**config.mk**
```make
export PLATFORM = sky130hd
export DESIGN_NAME = imem_arbiter_flat
export DESIGN_NICKNAME = d
export VERILOG_FILES = /design/src/rtl/imem_arbiter_if.sv /design/src/rtl/imem_arbiter.sv /design/src/flat_wrapper.sv
export SDC_FILE = /design/constraint.sdc
export NUM_CORES = 1
export LEC_CHECK = 0
export ABC_CLOCK_PERIOD_IN_PS = 1300
export BUFFER_PORTS_ARGS = -buffer_cell sky130_fd_sc_hd__buf_4
export CAP_MARGIN = 20
export CORE_MARGIN = 8
export CORE_UTILIZATION = 28
export CTS_BUF_LIST = sky130_fd_sc_hd__clkbuf_8
export DETAILED_ROUTE_END_ITERATION = 6
export PLACE_DENSITY = 0.83
export SLEW_MARGIN = 20
export SYNTH_ARGS = -nofsm -noshare
export SYNTH_HDL_FRONTEND = slang
export SYNTH_SLANG_ARGS = --single-unit
```
**constraint.sdc**
```tcl
create_clock -name clk -period 1.3 [get_ports clk]
set_input_delay 0.065 -clock clk [delete_from_list [all_inputs] [get_ports clk]]
set_output_delay 0.065 -clock clk [all_outputs]
set_load 0.05 [all_outputs]
```
**src/rtl/imem_arbiter_if.sv**
```systemverilog
// Bundle of fetch, loader and memory-side signals around the instruction memory arbiter.
// The arbiter connects through the slave modport; its environment uses master.
interface imem_arbiter_if #(
    parameter int unsigned DATA_WIDTH = 32,
    parameter int unsigned ADDR_WIDTH = 32,
    parameter int unsigned IDX_W      = 10
);
    logic                  fetch_req_i;
    logic [ADDR_WIDTH-1:0] fetch_addr_i;
    logic                  fetch_gnt_o;
    logic                  fetch_rvalid_o;
    logic [DATA_WIDTH-1:0] fetch_rdata_o;
    logic                  fetch_err_o;

    logic                  ld_req_i;
    logic [ADDR_WIDTH-1:0] ld_addr_i;
    logic [DATA_WIDTH-1:0] ld_wdata_i;
    logic                  ld_gnt_o;
    logic                  ld_err_o;

    logic                  mem_en_o;
    logic                  mem_we_o;
    logic [IDX_W-1:0]      mem_idx_o;
    logic [DATA_WIDTH-1:0] mem_wdata_o;
    logic [DATA_WIDTH-1:0] mem_rdata_i;

    modport slave (
        input  fetch_req_i, fetch_addr_i, ld_req_i, ld_addr_i, ld_wdata_i, mem_rdata_i,
        output fetch_gnt_o, fetch_rvalid_o, fetch_rdata_o, fetch_err_o,
        output ld_gnt_o, ld_err_o, mem_en_o, mem_we_o, mem_idx_o, mem_wdata_o
    );

    modport master (
        output fetch_req_i, fetch_addr_i, ld_req_i, ld_addr_i, ld_wdata_i, mem_rdata_i,
        input  fetch_gnt_o, fetch_rvalid_o, fetch_rdata_o, fetch_err_o,
        input  ld_gnt_o, ld_err_o, mem_en_o, mem_we_o, mem_idx_o, mem_wdata_o
    );
endinterface

```
**src/rtl/imem_arbiter.sv**
```systemverilog
// Single-port instruction memory access controller: arbitrates fetch reads against
// loader writes, bounds fetch starvation, and turns bad fetch addresses into NOPs.
module imem_arbiter #(
    parameter int unsigned DATA_WIDTH     = 32,
    parameter int unsigned ADDR_WIDTH     = 32,
    parameter int unsigned MEM_SIZE       = 1024,
    parameter int unsigned MAX_FETCH_WAIT = 4
) (
    input  logic           clk,
    input  logic           rst_n,
    imem_arbiter_if.slave  bus
);
    localparam int unsigned IDX_W = $clog2(MEM_SIZE);
    localparam int unsigned CNT_W = $clog2(MAX_FETCH_WAIT + 1);

    localparam logic [DATA_WIDTH-1:0] NOP_INSN = DATA_WIDTH'(32'h0000_0013);
    localparam logic [CNT_W-1:0]      WAIT_MAX = CNT_W'(MAX_FETCH_WAIT);
    localparam logic [ADDR_WIDTH-1:0] WORDS    = ADDR_WIDTH'(MEM_SIZE);

    logic             rvalid_q, rvalid_d;
    logic             err_q, err_d;
    logic             ld_err_q, ld_err_d;
    logic [CNT_W-1:0] wait_cnt_q, wait_cnt_d;

    logic                  fetch_ok, ld_ok;
    logic                  fetch_gnt, ld_gnt;
    logic                  mem_en, mem_we;
    logic [IDX_W-1:0]      mem_idx;
    logic [DATA_WIDTH-1:0] mem_wdata;

    // Word-aligned and inside the array.
    function automatic logic addr_ok(input logic [ADDR_WIDTH-1:0] a);
        return (a[1:0] == 2'b00) && ((a >> 2) < WORDS);
    endfunction

    always_comb begin
        fetch_ok   = addr_ok(bus.fetch_addr_i);
        ld_ok      = addr_ok(bus.ld_addr_i);
        fetch_gnt  = bus.fetch_req_i && (!bus.ld_req_i || (wait_cnt_q == WAIT_MAX));
        ld_gnt     = bus.ld_req_i && !fetch_gnt;

        wait_cnt_d = wait_cnt_q;
        if (!bus.fetch_req_i || fetch_gnt) begin
            wait_cnt_d = '0;
        end else if (ld_gnt && (wait_cnt_q != WAIT_MAX)) begin
            wait_cnt_d = wait_cnt_q + CNT_W'(1);
        end

        rvalid_d  = fetch_gnt;
        err_d     = fetch_gnt && !fetch_ok;
        ld_err_d  = ld_gnt && !ld_ok;

        // Invalid accesses are granted but never reach the array.
        mem_en    = 1'b0;
        mem_we    = 1'b0;
        mem_idx   = '0;
        mem_wdata = '0;
        if (fetch_gnt && fetch_ok) begin
            mem_en  = 1'b1;
            mem_idx = bus.fetch_addr_i[IDX_W+1:2];
        end else if (ld_gnt && ld_ok) begin
            mem_en    = 1'b1;
            mem_we    = 1'b1;
            mem_idx   = bus.ld_addr_i[IDX_W+1:2];
            mem_wdata = bus.ld_wdata_i;
        end
    end

    always_ff @(posedge clk or negedge rst_n) begin
        if (!rst_n) begin
            rvalid_q   <= 1'b0;
            err_q      <= 1'b0;
            ld_err_q   <= 1'b0;
            wait_cnt_q <= '0;
        end else begin
            rvalid_q   <= rvalid_d;
            err_q      <= err_d;
            ld_err_q   <= ld_err_d;
            wait_cnt_q <= wait_cnt_d;
        end
    end

    assign bus.fetch_gnt_o    = fetch_gnt;
    assign bus.ld_gnt_o       = ld_gnt;
    assign bus.mem_en_o       = mem_en;
    assign bus.mem_we_o       = mem_we;
    assign bus.mem_idx_o      = mem_idx;
    assign bus.mem_wdata_o    = mem_wdata;
    assign bus.fetch_rvalid_o = rvalid_q;
    assign bus.fetch_err_o    = rvalid_q && err_q;
    assign bus.ld_err_o       = ld_err_q;
    // Memory data is passed straight through; only error responses are substituted.
    assign bus.fetch_rdata_o  = err_q ? NOP_INSN : bus.mem_rdata_i;

endmodule

```
**src/flat_wrapper.sv**
```systemverilog
// flat-port wrapper written by rule: the top's interface ports become plain ports
module imem_arbiter_flat 
#(
    parameter int unsigned DATA_WIDTH     = 32,
    parameter int unsigned ADDR_WIDTH     = 32,
    parameter int unsigned MEM_SIZE       = 1024,
    parameter int unsigned MAX_FETCH_WAIT = 4
)
  (clk, rst_n, bus_fetch_req_i, bus_fetch_addr_i, bus_ld_req_i, bus_ld_addr_i, bus_ld_wdata_i, bus_mem_rdata_i, bus_fetch_gnt_o, bus_fetch_rvalid_o, bus_fetch_rdata_o, bus_fetch_err_o, bus_ld_gnt_o, bus_ld_err_o, bus_mem_en_o, bus_mem_we_o, bus_mem_idx_o, bus_mem_wdata_o);
  imem_arbiter_if #(.DATA_WIDTH(DATA_WIDTH), .ADDR_WIDTH(ADDR_WIDTH), .IDX_W(($clog2((1024))))) bus_i ();
  input  logic clk;
  input  logic rst_n;
  input wire logic [$bits(bus_i.fetch_req_i)-1:0] bus_fetch_req_i;
  input wire logic [$bits(bus_i.fetch_addr_i)-1:0] bus_fetch_addr_i;
  input wire logic [$bits(bus_i.ld_req_i)-1:0] bus_ld_req_i;
  input wire logic [$bits(bus_i.ld_addr_i)-1:0] bus_ld_addr_i;
  input wire logic [$bits(bus_i.ld_wdata_i)-1:0] bus_ld_wdata_i;
  input wire logic [$bits(bus_i.mem_rdata_i)-1:0] bus_mem_rdata_i;
  output wire logic [$bits(bus_i.fetch_gnt_o)-1:0] bus_fetch_gnt_o;
  output wire logic [$bits(bus_i.fetch_rvalid_o)-1:0] bus_fetch_rvalid_o;
  output wire logic [$bits(bus_i.fetch_rdata_o)-1:0] bus_fetch_rdata_o;
  output wire logic [$bits(bus_i.fetch_err_o)-1:0] bus_fetch_err_o;
  output wire logic [$bits(bus_i.ld_gnt_o)-1:0] bus_ld_gnt_o;
  output wire logic [$bits(bus_i.ld_err_o)-1:0] bus_ld_err_o;
  output wire logic [$bits(bus_i.mem_en_o)-1:0] bus_mem_en_o;
  output wire logic [$bits(bus_i.mem_we_o)-1:0] bus_mem_we_o;
  output wire logic [$bits(bus_i.mem_idx_o)-1:0] bus_mem_idx_o;
  output wire logic [$bits(bus_i.mem_wdata_o)-1:0] bus_mem_wdata_o;
  assign bus_i.fetch_req_i = bus_fetch_req_i;
  assign bus_i.fetch_addr_i = bus_fetch_addr_i;
  assign bus_i.ld_req_i = bus_ld_req_i;
  assign bus_i.ld_addr_i = bus_ld_addr_i;
  assign bus_i.ld_wdata_i = bus_ld_wdata_i;
  assign bus_i.mem_rdata_i = bus_mem_rdata_i;
  assign bus_fetch_gnt_o = bus_i.fetch_gnt_o;
  assign bus_fetch_rvalid_o = bus_i.fetch_rvalid_o;
  assign bus_fetch_rdata_o = bus_i.fetch_rdata_o;
  assign bus_fetch_err_o = bus_i.fetch_err_o;
  assign bus_ld_gnt_o = bus_i.ld_gnt_o;
  assign bus_ld_err_o = bus_i.ld_err_o;
  assign bus_mem_en_o = bus_i.mem_en_o;
  assign bus_mem_we_o = bus_i.mem_we_o;
  assign bus_mem_idx_o = bus_i.mem_idx_o;
  assign bus_mem_wdata_o = bus_i.mem_wdata_o;
  imem_arbiter #(.DATA_WIDTH(DATA_WIDTH), .ADDR_WIDTH(ADDR_WIDTH), .MEM_SIZE(MEM_SIZE), .MAX_FETCH_WAIT(MAX_FETCH_WAIT)) u_core (.clk(clk), .rst_n(rst_n), .bus(bus_i));
endmodule
```
==> reports/metrics.cfg <==
[placement]
dp_hpwl_mm=7.98
dp_slack_ns=-0.279
port_buffers=212
dp_cells=493
gp_congestion=0.861
placed_area_um2=3850

[cells_and_area]
drive_above_1_share=0.798
layout_commonest_cell=buf_4
fin_cells=515
fin_util=0.932
n_antenna_cell=0
final_cell_mix=buf_4, buf_6, inv_1, nor3_4, nor2b_4
design_area_um2=4670
area_growth_pct=227
nNetsFinal=581

[critical_path]
startpoint_type=register
worstPathMaxFanout=11
crit_type=register to output port
worst_ep_arrival_time_ns=1.83
critPathCaptureType=output port
cp.required_ns=1.24

[timing]
finalCritPeriodShare=1.46
setup_viol=80
finalHoldViolations=0
drv_slew=0
max_slew_margin=0.738
fmax_ghz=0.528
fin_setup_tns_ns=-24.70
rsz0062_at_grt=true
worst_slack_ns=-0.595
fin_crit_ns=1.90
worst_pin_slew_ns=0.392
fin_skew_ns=0.00978
holdWs_ns=0.146

[cts]
htree_levels=1
cts_tree=built
insertion_delay_ns=0.24
clk_pin_slew_worst_paths_ns=0.05
clock_path_buffers=2
numCtsBuffers=3
cts_root_buffer=clkbuf_8
cts_num_sinks=6

[pwr]
peakVddDrop_v=0.000299
switching_share=0.430
seqPwrFrac=0.114
combPwrFrac=0.715
power_mw=1.80
power_frac_clock=0.171
switchingPower_mw=0.772
p_int_mw=1.02
p_leak_nw=2.33
power_density_nw_per_um2=385

[synth]
synth.area.top_cells=nor3_2, nor2b_1, dfrtp_1
seq_area_frac_synth=0.105
syn_avg_cell_area_um2=7.14
synth_warnings=0
syn_inst=200
synthesis.nets=334
syn_area_um2=1430
ys_types=24
yosysTopAreaCell=nor3_2
ys_ff_latch=6
synth_top_area_frac=0.203

[min_path]
hold_path_class=input pin to register

[routing]
via_count=2947
wl_per_cell_um=28.0
vias_per_cell=5.72
drtIter0Drc=227
firstDrtPassIters=5
ant_nets=0
totalWireLength_mm=14.4
drc=0

[floorplan]
io_pins=213
rows=26
die_x_um=87.4
die_h_um=87.4
die_area_um2=7640
coreArea_um2=5010
initial_core_util=0.285

[global_routing]
top_usage_layer=met2
met2_usage=0.543
grt_pass1_vias=2979
met1_usage=0.250
grt_usage=0.292
grtUsageMet3=0.130
antenna_found_initial=0
gr-total-overflow=0
grt_pass1_wl_mm=16.7
grt_max_degree=29

[run]
drv_cap=0

[outcome]
violations=negative setup slack
outcome=finished, violations left

## cell families (layout without fill, tap and decap cells)
group | after synthesis | after routing | share of synthesized area
AND/OR/NAND/NOR | 122 | 122 | 0.617
buffers and inverters | 55 | 299 | 0.166
AO/OA/AOI/OAI | 14 | 15 | 0.0867
flip-flops | 6 | 6 | 0.105
adder cells (fa/ha/maj) | 2 | 2 | 0.0175
multiplexers | 1 | 1 | 0.00701
## synth_stat cells
cell type,number
nor2_1,7
buf_6,3
nand3_1,12
mux2i_1,1
o21a_1,1
o32ai_1,11
ha_1,2
and2_1,2
buf_2,7
nand4_1,11
nor4_2,5
nor3b_1,10
nor4_1,5
dfrtp_1,6
or2_2,3
nor3_1,3
nor3_2,29
a21bo_2,1
o21ba_1,1
nand4_2,2
inv_1,36
clkbuf_1,9
nand2_1,4
nor2b_1,29
## power by group through the flow
stage,Sequential (mW),Clock [mW],Combinational (mW)
after floorplan,0.214,0,0.471
after global placement,0.202,0,0.945
after detailed placement,0.203,0,0.967
after CTS,0.201,0.281,1.08
after global routing,0.204,0.321,1.32
final,0.204,0.308,1.28
## registers in the layout, summed over array words and instances (netlist names)
signal	cells
u_core.wait_cnt_q	3
u_core.bus.fetch_rvalid_o	1
u_core.bus.ld_err_o	1
u_core.err_q	1
## critical path, stage by stage (launching register included)
cell,delay [ns]
dfrtp_1,0.38
inv_2,0.07
ha_4,0.18
nand3_4,0.10
buf_4,0.19
nand4_1,0.23
o32ai_4,0.24
buf_6,0.21
## per-layer routing
metal | share of wire | vias to the layer above | wire [um]
li1 | - | 1190 | -
met3 | 0.13 | 89 | 1880
met5 | 0 | - | 0
met4 | 0.072 | 0 | 1030
met2 | 0.49 | 296 | 7090
met1 | 0.31 | 1372 | 4420
## area by class of cell
type | instances | area (um2)
repair buffers | 260 | 2490
multi-input cells | 140 | 1760
fillers | 157 | 339
flip-flops and latches | 6 | 150
inverters | 36 | 139
well taps | 70 | 87.6
clock buffers | 3 | 41.3
## final timing paths
check                                     start                        end  slack, ns  cells past startpoint
max in group asynchronous                 rst_n       u_core.wait_cnt_q[1]       0.97                      2
hold / removal                  bus_fetch_req_i       u_core.wait_cnt_q[2]       0.15                      3
min in group asynchronous                 rst_n  u_core.bus.fetch_rvalid_o       0.20                      2
setup / recovery           u_core.wait_cnt_q[0]           bus_mem_idx_o[7]      -0.60                      7
setup reg to reg           u_core.wait_cnt_q[0]  u_core.bus.fetch_rvalid_o      -0.23                      7
hold reg to reg            u_core.wait_cnt_q[0]       u_core.wait_cnt_q[0]       0.60                      2
## timing repair
action | in CTS | in global routing
hold endpoints to repair | 6 | 0
gates cloned | 1 | 0
buffers inserted | 13 | 4
endpoints found under the setup margin | 57 | 79
resized for setup | 92 | 62
pin swaps | 4 | 3
hold buffers | 1 | 0
No activity file was read; power rests on OpenSTA's default activity.
